**config.mk**
```make
export PLATFORM = sky130hd
export DESIGN_NAME = cache_mem_arbiter
export DESIGN_NICKNAME = d
export VERILOG_FILES = /design/src/rtl/cache_mem_arbiter.sv
export SDC_FILE = /design/constraint.sdc
export NUM_CORES = 1
export LEC_CHECK = 0
export CAP_MARGIN = 20
export CORE_AREA = 2 2 102 104
export DETAILED_ROUTE_END_ITERATION = 10
export DIE_AREA = 0 0 104 106
export HOLD_SLACK_MARGIN = 0.03
export PLACE_DENSITY = 0.75
export SYNTH_ARGS = -nofsm -noshare
export SYNTH_HDL_FRONTEND = slang
export SYNTH_SLANG_ARGS = --single-unit
```
**constraint.sdc**
```tcl
create_clock -name CLK -period 2 [get_ports CLK]
set_input_delay 0.6 -clock CLK [delete_from_list [all_inputs] [get_ports CLK]]
set_output_delay 0.6 -clock CLK [all_outputs]
set_load 0.02 [all_outputs]
```
**src/rtl/cache_mem_arbiter.sv**
```systemverilog
// cache_mem_arbiter: shares the single RAM port between instruction fetch and data
// requesters. Data wins by default; a starvation counter forces a fetch grant.
module cache_mem_arbiter #(
  parameter int STARVE_MAX = 4
) (
  input  logic        CLK,
  input  logic        nRST,
  input  logic        iREN,
  input  logic [31:0] iaddr,
  input  logic        dREN,
  input  logic        dWEN,
  input  logic [31:0] daddr,
  input  logic [31:0] dstore,
  output logic        iwait,
  output logic        dwait,
  output logic [31:0] iload,
  output logic [31:0] dload,
  output logic        ramREN,
  output logic        ramWEN,
  output logic [31:0] ramaddr,
  output logic [31:0] ramstore,
  input  logic [31:0] ramload,
  input  logic [1:0]  ramstate
);

  localparam int SW = (STARVE_MAX < 1) ? 1 : $clog2(STARVE_MAX + 1);
  localparam logic [SW-1:0] STREAK_MAX = SW'(STARVE_MAX);
  localparam logic [1:0] RAM_ACCESS = 2'd2;
  localparam logic [1:0] RAM_ERROR  = 2'd3;

  typedef enum logic [1:0] {
    IDLE = 2'd0,
    IGNT = 2'd1,
    DGNT = 2'd2
  } state_t;

  state_t          state_r, state_s;
  logic [SW-1:0]   dstreak_r, dstreak_s;
  logic            dreq_s;
  logic            starve_s;

  assign dreq_s   = dREN | dWEN;
  assign starve_s = iREN & (dstreak_r == STREAK_MAX);

  // State and starvation counter registers
  always_ff @(posedge CLK or negedge nRST) begin
    if (!nRST) begin
      state_r   <= IDLE;
      dstreak_r <= {SW{1'b0}};
    end else begin
      state_r   <= state_s;
      dstreak_r <= dstreak_s;
    end
  end

  // Arbitration, RAM port muxing and completion signalling
  always_comb begin
    state_s   = state_r;
    dstreak_s = dstreak_r;
    iwait     = 1'b1;
    dwait     = 1'b1;
    iload     = 32'h0;
    dload     = 32'h0;
    ramREN    = 1'b0;
    ramWEN    = 1'b0;
    ramaddr   = 32'h0;
    ramstore  = 32'h0;
    case (state_r)
      IDLE: begin
        if (dreq_s && !starve_s) begin
          state_s = DGNT;
        end else if (iREN) begin
          state_s = IGNT;
        end else begin
          state_s = IDLE;
        end
      end
      IGNT: begin
        // A withdrawn fetch (pipeline flush) releases the port without completing
        if (!iREN) begin
          state_s = IDLE;
        end else begin
          ramREN  = 1'b1;
          ramaddr = iaddr;
          if (ramstate == RAM_ACCESS) begin
            iwait     = 1'b0;
            iload     = ramload;
            dstreak_s = {SW{1'b0}};
            state_s   = IDLE;
          end else if (ramstate == RAM_ERROR) begin
            state_s = IDLE;
          end else begin
            state_s = IGNT;
          end
        end
      end
      DGNT: begin
        if (!dreq_s) begin
          state_s = IDLE;
        end else begin
          ramWEN   = dWEN;
          ramREN   = dREN & ~dWEN;
          ramaddr  = daddr;
          ramstore = dstore;
          if (ramstate == RAM_ACCESS) begin
            dwait   = 1'b0;
            dload   = dWEN ? 32'h0 : ramload;
            state_s = IDLE;
            if (iREN && (dstreak_r != STREAK_MAX)) begin
              dstreak_s = dstreak_r + {{(SW-1){1'b0}}, 1'b1};
            end else begin
              dstreak_s = dstreak_r;
            end
          end else if (ramstate == RAM_ERROR) begin
            state_s = IDLE;
          end else begin
            state_s = DGNT;
          end
        end
      end
      default: begin
        state_s = IDLE;
      end
    endcase
  end

endmodule

```
==> flow_summary.json, run 1 <==
{
  "status": "complete, but fails checks",
  "violations": "setup timing",
  "die_area_um2": 11000,
  "hp-start": "dstreak_r[1]",
  "rr_startpoint": "state_r[1]",
  "cts_root_buf": "clkbuf_8",
  "dieWidth_um": 104,
  "peakVddDrop_v": 0.000443,
  "grt_use_met2_pct": 34.1,
  "track_usage_pct": 15.9,
  "yosysTopAreaCellShare_pct": 32.2,
  "area_delta_synth_final_pct": 183,
  "synthCells": 230,
  "grt_pass1_vias": 2848,
  "grt_max_degree": 33,
  "grt_use_met3_pct": 4.05,
  "final_util_pct": 54.0,
  "core_area_um2": 10000,
  "p_leak_nw": 2.37,
  "hpwl_mm": 7.35,
  "syn_nets": 371,
  "grt_overflow": 0,
  "yosys.area.top_type": "and2_1",
  "clkLatencyLatePin_ps": 230,
  "holdCritPathClass": "flop to flop",
  "fill_cells": 915,
  "endpoint_kind": "primary output",
  "power.total_mw": 4.08,
  "drc": 0,
  "route.vias.total": 2824,
  "drive_above_1_share_pct": 56.2,
  "syn_area_per_cell_um2": 8.28,
  "dieHeight_um": 106,
  "hold_end": "dstreak_r[1]",
  "top_usage_layer": "met2",
  "ff2ff_path_depth": 9,
  "ys_ff_latch": 5,
  "rsz0062_at_grt": "true",
  "dp_cells": 627,
  "power.density_nw_per_um2": 756,
  "slew_violations": 0,
  "drtIter0Drc": 68,
  "pre_cts_ws_ps": -1040,
  "floorplan.initialDensity_pct": 19.0,
  "cts_buffers": 3,
  "ys_warn_count": 0,
  "final_nets": 662,
  "synthesis.area_um2": 1900,
  "crit_fanout": 7,
  "drv_cap": 0,
  "fin_crit_sh_pct": 115,
  "timing.rr.end": "dstreak_r[2]",
  "finalNonFillerCells": 656,
  "globalplace.congestion": 0.771,
  "antenna_found_initial": 0,
  "fin_crit_ps": 2300,
  "clock.fmax_mhz": 435,
  "worst_slack_ps": -301,
  "worst_pin_slew_ps": 272,
  "critPathLaunchType": "flop",
  "grt_pass1_wl_mm": 14.4,
  "ff2ff_setup_slack_ps": 100,
  "yosys.cell_types.count": 33,
  "port_buffers": 266,
  "clockBufferDepth": 2,
  "met1_usage_pct": 15.3,
  "required_ps": 1400,
  "final-hold-violation-count": 0,
  "setup.worst_path.class": "flop to primary output",
  "holdBufCountCts": 0,
  "wl_per_cell_um": 15.4,
  "hold_path_depth": 1,
  "setup_viol": 131,
  "rows": 37,
  "ant_nets": 0,
  "vias_per_cell": 4.30,
  "relSlewSlack_pct": 81.9,
  "synth_area_leaders": "and2_1 (32%), a22oi_2 (20%), nor2b_2 (14%)",
  "yosysSeqAreaShare_pct": 6.57,
  "cts_tree": "built",
  "first_pass_iters": 4,
  "clk_pin_slew_ps": 40,
  "io_pins": 267,
  "cp.arrival_ps": 1700,
  "wirelength_mm": 10.1,
  "skew_ps": 2.02,
  "n_antenna_cell": 0,
  "htree_levels": 1,
  "numClockSinks": 5
}
## how the worst max path moves through the flow
stage	depth (start not counted)	from	end
after floorplan	7	state_r[0]	ramaddr[0]
after global placement	6	iREN	ramaddr[25]
after CTS	8	state_r[1]	ramaddr[23]
after detailed placement	6	dREN	ramaddr[4]
final	8	state_r[1]	ramaddr[23]
after global routing	6	state_r[0]	ramstore[28]
## what timing repair did
item / 4_1_cts / 5_1_grt
buffers inserted: 13 / 5
resized for setup: 696 / 115
cloned: 7 / 3
hold endpoints to repair: 0 / 0
endpoints found under the setup margin: 132 / 132
pin swaps: 21 / 28
## flip-flops by register name, indices dropped and copies added, names as in the netlist
register	flops
dstreak_r	3
state_r	2
## through the flow
| step | setup TNS, ps | hold WS (ps) | cell area [um^2] |
|---|---|---|---|
| final | -29450 | 545 | 5400 |
| after global routing | -38570 | 596 | 5400 |
| after CTS | -30850 | 548 | 5000 |
| after detailed placement | -124130 | 533 | 4810 |
| after global placement | -120970 | 521 | 4810 |
| after floorplan | 0 | 304 | 1950 |
## metal layers
metal / routed length, um / up-vias
met5: 0 / -
met4: 68 / 0
met3: 771 / 6
met2: 5860 / 162
met1: 3420 / 1312
li1: - / 1344
## layout by cell type, fill, tap and decap left out, types with 2 or more instances in the layout
master           count
nor2b_1              4
nor2_4               2
buf_4               23
inv_1                4
and3b_1              2
buf_6              102
nor2b_4             13
and2_1              60
a21oi_1              2
buf_12              10
clkdlybuf4s50_1    129
inv_2                2
buf_16               4
ha_4                 3
mux2i_1              2
ha_1                 3
nor2b_2             17
buf_2               32
a22o_1               2
dfrtp_1              5
a22oi_2             31
clkbuf_8             3
nand3b_1             2
clkbuf_16            3
and2_4              38
## logic make-up (layout without fill, tap and decap cells)
kind of cell               Yosys count  after routing  share of synthesized area (%)
AOI/OAI and AO/OA                   42             42                           24.6
adders and majority gates            6              6                           3.94
buffers and inverters               28            318                           10.5
DFF                                  5              5                           6.57
muxes                                2              2                           1.05
and+or+nand+nor                    147            147                           53.3
## final cells by class
type                            instances  area (um^2)  area share [%]
Tap cell                              136          170            3.15
Clock buffer                            4         45.0           0.834
Inverter                                7         28.8           0.533
Multi-Input combinational cell        197         1810            33.6
Sequential cell                         5          125            2.32
Timing Repair Buffer                  307         3220            59.6
## worst max-delay path, stage by stage (launching register included)
cell     delay, ps
dfrtp_1        410
buf_6          140
ha_4           160
o21a_4         150
buf_12         140
buf_16         140
a22oi_2        160
nor2b_4         60
buf_6          130
## where the power goes
group	switching (mW)	internal (mW)	leakage (nW)
clock network	0.0546	0.137	0.0228
logic	1.62	2.08	2.29
registers	0.0448	0.143	0.0577
total	1.72	2.36	2.37
## Yosys cell counts (all sizes together)
cell / count
o22ai: 1
and3b: 2
buf: 18
ha: 6
nor2b: 34
a21oi: 2
nand4bb: 1
nand2: 2
dfrtp: 5
a21boi: 1
a2bb2oi: 1
nor3: 1
a22oi: 32
inv: 7
nand2b: 1
a211o: 1
mux2i: 2
o21a: 1
nand4b: 1
nor2: 3
and4: 1
a22o: 2
o21ai: 1
and2: 98
nand3: 1
clkbuf: 3
nand3b: 2
Note: power is estimated with default switching activity, not from simulation.
==> run 2, diff against run 1 <==
--- a/config.mk
+++ b/config.mk
@@ -9,6 +9,7 @@
 export CORE_AREA = 2 2 102 104
 export DETAILED_ROUTE_END_ITERATION = 10
 export DIE_AREA = 0 0 104 106
+export GPL_ROUTABILITY_DRIVEN = 0
 export HOLD_SLACK_MARGIN = 0.03
 export PLACE_DENSITY = 0.75
 export SYNTH_ARGS = -nofsm -noshare
==> results of run 2 <==
Final layout, timing and power as in run 1 (identical DEF).
